File: src/rtl/uart_pkg.sv
// Shared UART definitions: receiver state encoding and frame data width.
// Latency: n/a (types and constants only).
// Backpressure: n/a.
package uart_pkg;

    localparam int UART_DATA_BITS = 8;

    typedef enum logic [2:0] {
        IDLE,
        START,
        DATA,
        PARITY,
        STOP,
        BREAK
    } rx_state_t;

endpackage

File: src/rtl/uart_rx_sync_fifo.sv
// Generic synchronous FIFO with a registered head (first-word-fall-through).
// Latency: a push into an empty FIFO is visible at head_dat/!empty on the next cycle.
// Backpressure: push while full is accepted only together with a pop; otherwise ignored.
module uart_rx_sync_fifo #(
    parameter int WIDTH = 8,
    parameter int DEPTH = 16
) (
    input  logic                     clk,
    input  logic                     reset,
    input  logic                     push,
    input  logic [WIDTH-1:0]         push_dat,
    input  logic                     pop,
    output logic [WIDTH-1:0]         head_dat,
    output logic                     full,
    output logic                     empty,
    output logic [$clog2(DEPTH):0]   count
);

    localparam int AW = $clog2(DEPTH);
    localparam int CW = AW + 1;

    logic [WIDTH-1:0] mem [DEPTH];
    logic [AW-1:0]    wr_ptr;
    logic [AW-1:0]    rd_ptr;
    logic             do_push;
    logic             do_pop;

    assign empty   = (count == '0);
    assign full    = (count == CW'(DEPTH));
    assign do_pop  = pop && !empty;
    // A full FIFO still takes a push when the head leaves in the same cycle.
    assign do_push = push && (!full || do_pop);

    // Storage array; contents need no reset since occupancy is tracked separately.
    always_ff @(posedge clk) begin
        if (do_push) begin
            mem[wr_ptr] <= push_dat;
        end
    end

    // Pointers, occupancy and the registered head byte.
    always_ff @(posedge clk or posedge reset) begin
        if (reset) begin
            wr_ptr   <= '0;
            rd_ptr   <= '0;
            count    <= '0;
            head_dat <= '0;
        end else begin
            if (do_push) begin
                wr_ptr <= wr_ptr + AW'(1);
            end
            if (do_pop) begin
                rd_ptr <= rd_ptr + AW'(1);
            end
            count <= count + CW'(do_push) - CW'(do_pop);
            // Head follows the next entry; when the FIFO drains it keeps the last byte.
            if (do_pop) begin
                if (count > CW'(1)) begin
                    head_dat <= mem[rd_ptr + AW'(1)];
                end else if (do_push) begin
                    head_dat <= push_dat;
                end
            end else if (do_push && empty) begin
                head_dat <= push_dat;
            end
        end
    end

endmodule

File: src/rtl/uart_rx_fifo.sv
// 8N1 UART receiver feeding a receive FIFO; UART_RX_PARITY_EN builds an 8E1 variant.
// Latency: byte at rx_data/rx_valid the cycle after the stop-bit sample (pin: 2 + 9.5*CLK_DIV + 1).
// Backpressure: rx_ready pops the head; a byte arriving to a full FIFO without a pop is dropped (overrun).
module uart_rx_fifo
    import uart_pkg::*;
#(
    parameter int CLK_DIV    = 496,
    parameter int FIFO_DEPTH = 16
) (
    input  logic                          clk,
    input  logic                          reset,
    input  logic                          uart_rx,
    output logic [UART_DATA_BITS-1:0]     rx_data,
    output logic                          rx_valid,
    input  logic                          rx_ready,
    output logic [$clog2(FIFO_DEPTH):0]   rx_count,
    output logic                          overrun,
    output logic                          framing_error,
    input  logic                          clear_errors
`ifdef UART_RX_PARITY_EN
    ,
    output logic                          parity_error
`endif
);

    localparam int CW = $clog2(CLK_DIV);
    localparam int IW = $clog2(UART_DATA_BITS);
    localparam logic [CW-1:0] HALF_LOAD = CW'(CLK_DIV / 2 - 1);
    localparam logic [CW-1:0] FULL_LOAD = CW'(CLK_DIV - 1);
    localparam logic [IW-1:0] LAST_IDX  = IW'(UART_DATA_BITS - 1);

    logic                      sync1;
    logic                      rx_s;
    logic [1:0]                live;
    logic                      armed;
    rx_state_t                 state;
    logic [CW-1:0]             cnt;
    logic [IW-1:0]             idx;
    logic [UART_DATA_BITS-1:0] shreg;
    logic                      expire;
    logic                      stop_smp;
    logic                      push;
    logic                      fe_evt;
    logic                      ovr_evt;
    logic                      fifo_full;
    logic                      fifo_empty;
`ifdef UART_RX_PARITY_EN
    logic                      par_bad;
    logic                      pe_evt;
`endif

    // Two-flop synchroniser preset to idle-high; live marks when it carries real pin samples.
    always_ff @(posedge clk or posedge reset) begin
        if (reset) begin
            sync1 <= 1'b1;
            rx_s  <= 1'b1;
            live  <= 2'b00;
        end else begin
            sync1 <= uart_rx;
            rx_s  <= sync1;
            live  <= {live[0], 1'b1};
        end
    end

    assign expire   = (cnt == '0);
    assign stop_smp = (state == STOP) && expire;
    assign fe_evt   = stop_smp && !rx_s;
`ifdef UART_RX_PARITY_EN
    assign push     = stop_smp && rx_s && !par_bad;
    assign pe_evt   = (state == PARITY) && expire && (rx_s ^ (^shreg));
`else
    assign push     = stop_smp && rx_s;
`endif
    assign ovr_evt  = push && fifo_full && !rx_ready;

    // Frame FSM; armed blocks a line held low through reset from starting a frame.
    always_ff @(posedge clk or posedge reset) begin
        if (reset) begin
            state <= IDLE;
            cnt   <= '0;
            idx   <= '0;
            shreg <= '0;
            armed <= 1'b0;
`ifdef UART_RX_PARITY_EN
            par_bad <= 1'b0;
`endif
        end else begin
            armed <= armed | (live[1] & rx_s);
            case (state)
                IDLE: begin
                    if (armed && !rx_s) begin
                        state <= START;
                        cnt   <= HALF_LOAD;
                    end
                end
                START: begin
                    if (expire) begin
                        if (!rx_s) begin
                            state <= DATA;
                            cnt   <= FULL_LOAD;
                            idx   <= '0;
                        end else begin
                            state <= IDLE;
                        end
                    end else begin
                        cnt <= cnt - CW'(1);
                    end
                end
                DATA: begin
                    if (expire) begin
                        shreg <= {rx_s, shreg[UART_DATA_BITS-1:1]};
                        cnt   <= FULL_LOAD;
                        if (idx == LAST_IDX) begin
`ifdef UART_RX_PARITY_EN
                            state <= PARITY;
`else
                            state <= STOP;
`endif
                        end else begin
                            idx <= idx + IW'(1);
                        end
                    end else begin
                        cnt <= cnt - CW'(1);
                    end
                end
`ifdef UART_RX_PARITY_EN
                PARITY: begin
                    if (expire) begin
                        par_bad <= rx_s ^ (^shreg);
                        cnt     <= FULL_LOAD;
                        state   <= STOP;
                    end else begin
                        cnt <= cnt - CW'(1);
                    end
                end
`endif
                STOP: begin
                    if (expire) begin
                        state <= rx_s ? IDLE : BREAK;
                    end else begin
                        cnt <= cnt - CW'(1);
                    end
                end
                BREAK: begin
                    if (rx_s) begin
                        state <= IDLE;
                    end
                end
                default: state <= IDLE;
            endcase
        end
    end

    // Sticky error flags; a set event in the clear cycle keeps the flag high.
    always_ff @(posedge clk or posedge reset) begin
        if (reset) begin
            overrun       <= 1'b0;
            framing_error <= 1'b0;
`ifdef UART_RX_PARITY_EN
            parity_error  <= 1'b0;
`endif
        end else begin
            overrun       <= ovr_evt | (overrun & ~clear_errors);
            framing_error <= fe_evt | (framing_error & ~clear_errors);
`ifdef UART_RX_PARITY_EN
            parity_error  <= pe_evt | (parity_error & ~clear_errors);
`endif
        end
    end

    uart_rx_sync_fifo #(
        .WIDTH (UART_DATA_BITS),
        .DEPTH (FIFO_DEPTH)
    ) u_fifo (
        .clk      (clk),
        .reset    (reset),
        .push     (push),
        .push_dat (shreg),
        .pop      (rx_ready),
        .head_dat (rx_data),
        .full     (fifo_full),
        .empty    (fifo_empty),
        .count    (rx_count)
    );

    assign rx_valid = !fifo_empty;

endmodule

File: config.mk
export PLATFORM = sky130hd
export DESIGN_NAME = uart_rx_fifo
export DESIGN_NICKNAME = d
export VERILOG_FILES = /design/src/rtl/uart_pkg.sv /design/src/rtl/uart_rx_sync_fifo.sv /design/src/rtl/uart_rx_fifo.sv
export SDC_FILE = /design/constraint.sdc
export NUM_CORES = 1
export LEC_CHECK = 0
export CAP_MARGIN = 30
export CORE_UTILIZATION = 56
export DETAILED_ROUTE_END_ITERATION = 7
export HOLD_SLACK_MARGIN = 0.1
export PLACE_DENSITY = 0.74
export SLEW_MARGIN = 25
export SYNTH_ARGS = -nofsm -noshare
export SYNTH_HDL_FRONTEND = slang
export SYNTH_SLANG_ARGS = --single-unit
File: constraint.sdc
create_clock -name clk -period 4.7 [get_ports clk]
set_clock_uncertainty 0.2 [all_clocks]
set_input_delay 1.175 -clock clk [delete_from_list [all_inputs] [get_ports clk]]
set_output_delay 1.175 -clock clk [all_outputs]
set_load 0.03 [all_outputs]
==> metrics.yaml <==
clock_network:
  postCtsSetupBuffers: 0
  clk_transition_reported_paths_ns: 0.06
  clockBufferDepth: 2
  cts-buffers-inserted: 17
  cts.repair.resized: 0
  clock_tree.htree_level_count: 4
  clock-root-buffer: "sky130_fd_sc_hd__clkbuf_16"
  worst_skew_pair.late_latency_ns: 0.43
  tritoncts: "built"
  cts_hold_repair.buffers: 0
  cts.sink_count: 179
floorplanning:
  die_height_um: 120
  initial_core_util_pct: 58.0
  rows: 42
  die_area_um2: 14300
  num_io_pins: 21
  die_width_um: 120
  design.core.area_um2: 13300
sta:
  finalWorstPathRequiredPeriod_ns: 3.82
  relSlewSlack_pct: 38.6
  final-setup-viol-count: 0
  finalHoldViolations: 0
  worst_slew_pin_slew_ns: 0.921
  post-route-period-util_pct: 81.4
  final_max_slew_viol_count: 0
  rsz0062_at_grt: "no"
  fin_setup_tns_ns: 0
  fmax_ghz: 0.261
global_routing:
  grt_max_degree: 52
  global_route.usage.total_pct: 25.3
  grt_pass1_wl_um: 26300
  grt_pass1_vias: 4708
  initial_antenna_violation_count: 0
  grt-ovfl-total: 0
cells_and_area:
  final_net_count: 637
  layout.filler_cells: 962
  seq_area_um2: 5120
  multi_input_area_um2: 2430
  antenna_cells: 0
  final_layout_size_suffix_gt1_share_pct: 10.4
  area_grow_syn2layout_pct: 12.4
  utilization_pct: 65.1
worst_setup_path:
  critical_path.reg2reg.endpoint: "u_fifo.mem[10][1]"
  cpMaxStageDelayCell: "sky130_fd_sc_hd__or4b_2"
  crit_type: "reg2out"
  crit_fanout: 4
  rrSetupSlack_ns: 1.00
  cpPeakStageDelay_ns: 0.66
  worst_setup_path_startpoint: "u_fifo.count[2]"
  worstReg2RegStart: "cnt[0]"
  crit_arrival_ns: 2.45
  worst_ep_required_time_ns: 3.32
  crit_chain: "inv_1 -> ha_1 -> or4b_2 -> clkdlybuf4s50_1"
  worst_setup_path_end_kind: "output pin"
  critPathLaunchType: "flip-flop"
  worstRegToRegCells: 8
yosys:
  netlist_area_um2: 7740
  synth-seq-area-share_pct: 66.2
  synth_seq_cells: 179
  synthFlopType: "sky130_fd_sc_hd__edfxtp_1"
  synth.yosys.warnings: 0
  netlist_instances: 599
  yosysUniqueCellTypes: 61
  syn_avg_cell_area_um2: 12.9
  asyncSetResetFlopFracSynth_pct: 28.5
  synthesis.nets: 621
  synth-edff-count: 128
power_and_ir_drop:
  power_frac_seq_pct: 38.1
  p_int_mw: 3.19
  static-leakage-power_nw: 3.34
  switching_share_pct: 36.1
  p_clk_share_pct: 26.6
  combPwrFrac_pct: 35.3
  power_density_nw_per_um2: 573
  ir_drop_mv: 0.286
  switchingPower_mw: 1.80
worst_hold_path:
  min_delay_path_class: "reg2reg"
  min_to: "live[1]"
  timing.hold.worst.start: "live[0]"
  holdPathStages: 0
placed_design:
  place.gp.congestion: 0.862
  detailed_place_hpwl_um: 11000
  place.port_buffers: 20
drt:
  wirelength_um: 16500
  drc: 0
  final_antenna_net_count: 0
  drt-pass1-iter-count: 6
  drtIter0Drc: 663
  routed_wire_length_per_instance_um: 20.5
  num_vias: 4871
  vias_per_cell: 6.06
status:
  result_of_the_run: "finished, final reports clean"
job:
  maxCapViolCount: 0
## power by group through the flow
stage | registers, mW | logic (mW) | clock network (mW)
5_1_grt | 1.92 | 1.88 | 1.40
6_report | 1.90 | 1.76 | 1.32
2_1_floorplan | 1.98 | 1.09 | 0
3_5_place_dp | 1.93 | 1.73 | 0
3_3_place_gp | 1.92 | 1.66 | 0
4_1_cts | 1.90 | 1.73 | 1.34
## per-stage QoR
stage / instance area (um2) / instances / hold WS, ns / worst slack (ns) / power [mW]
6_report: 8700 / 804 / 0.147 / 0.875 / 4.98
5_1_grt: 8700 / 804 / 0.161 / 0.813 / 5.20
4_1_cts: 8690 / 803 / 0.149 / 0.886 / 4.97
3_5_place_dp: 8130 / 771 / 0.135 / 0.874 / 3.66
3_3_place_gp: 8090 / 770 / 0.135 / 0.961 / 3.58
2_1_floorplan: 7740 / 599 / 0.131 / 1.22 / 3.06
## per-layer routing
metal	vias up	track usage, %	share of wire (%)
li1	2233	-	-
met1	2383	35.8	43
met5	-	0	0
met2	212	37.2	47
met3	43	5.04	7.0
met4	0	13.4	3.5
## synth_stat cells (all sizes together), types with 7 or more instances
cell    instances  area [um2]
mux2           12         135
xnor2           7        68.8
ha             16         200
nand3          42         210
and2           15        93.8
xor2            7        61.3
a22oi           9        67.6
inv            19        71.3
buf             9        55.1
a32oi          16         140
nand4          17         121
clkbuf         23        86.3
edfxtp        128        3840
nand2         111         417
mux2i          15         150
o21ai           8        40.0
nor2           17        63.8
a21oi           9        45.0
dfrtp          49        1230
## how the worst max path moves through the flow
stage                     cells past startpoint                end  slack (ns)
after floorplan                              15    u_fifo.count[4]        1.22
after global placement                       12    u_fifo.count[4]        0.96
after detailed placement                      7  u_fifo.mem[10][1]        0.87
after CTS                                     4           rx_valid        0.89
after global routing                         13    u_fifo.count[4]        0.81
final                                         4           rx_valid        0.88
## worst max-delay path: cells and delay by family (launching register included)
| kind | cells | cell delay [ns] |
|---|---|---|
| adders and majority gates | 1 | 0.20 |
| buffers and inverters | 2 | 0.75 |
| and+or+nand+nor | 1 | 0.66 |
| DFF | 1 | 0.41 |
## layout make-up
class                           instances  area share (%)
Sequential cell                       179            58.9
Multi-Input combinational cell        369            28.0
Clock buffer                           23            5.50
Timing Repair Buffer                   29            3.31
Tap cell                              176            2.53
Clock inverter                          9           0.935
Inverter                               19           0.849
## flip-flops by register name, summed over array words and instances (netlist names)
signal / flops
u_fifo.mem: 128
cnt: 9
shreg: 8
u_fifo.head_dat: 8
u_fifo.count: 5
u_fifo.rd_ptr: 4
u_fifo.wr_ptr: 4
idx: 3
state: 3
live: 2
armed: 1
framing_error: 1
overrun: 1
rx_s: 1
sync1: 1
## cell families after synthesis
kind of cell             synth area share, %
AO/OA/AOI/OAI                           6.65
XOR/XNOR                                1.68
adder cells (fa/ha/maj)                 2.98
buffers and inverters                   2.75
flip-flops                              66.2
multiplexers                            3.98
other                                 0.0485
AND/OR/NAND/NOR                         15.7
## placed cells by master, fill, tap and decap left out, drive strengths merged, types with 8 or more instances in the layout
cell type | synthesis | routed
o21ai | 8 | 8
dfrtp | 49 | 49
mux2 | 12 | 12
nand4 | 17 | 17
a22oi | 9 | 9
buf | 9 | 8
clkdlybuf4s50 | 0 | 20
nand3 | 42 | 42
nand2 | 111 | 111
inv | 19 | 19
mux2i | 15 | 15
nor2 | 17 | 17
and2 | 15 | 15
a21oi | 9 | 9
ha | 16 | 16
a32oi | 16 | 16
edfxtp | 128 | 128
clkbuf | 23 | 24
Power figures use the tool's default switching activity.
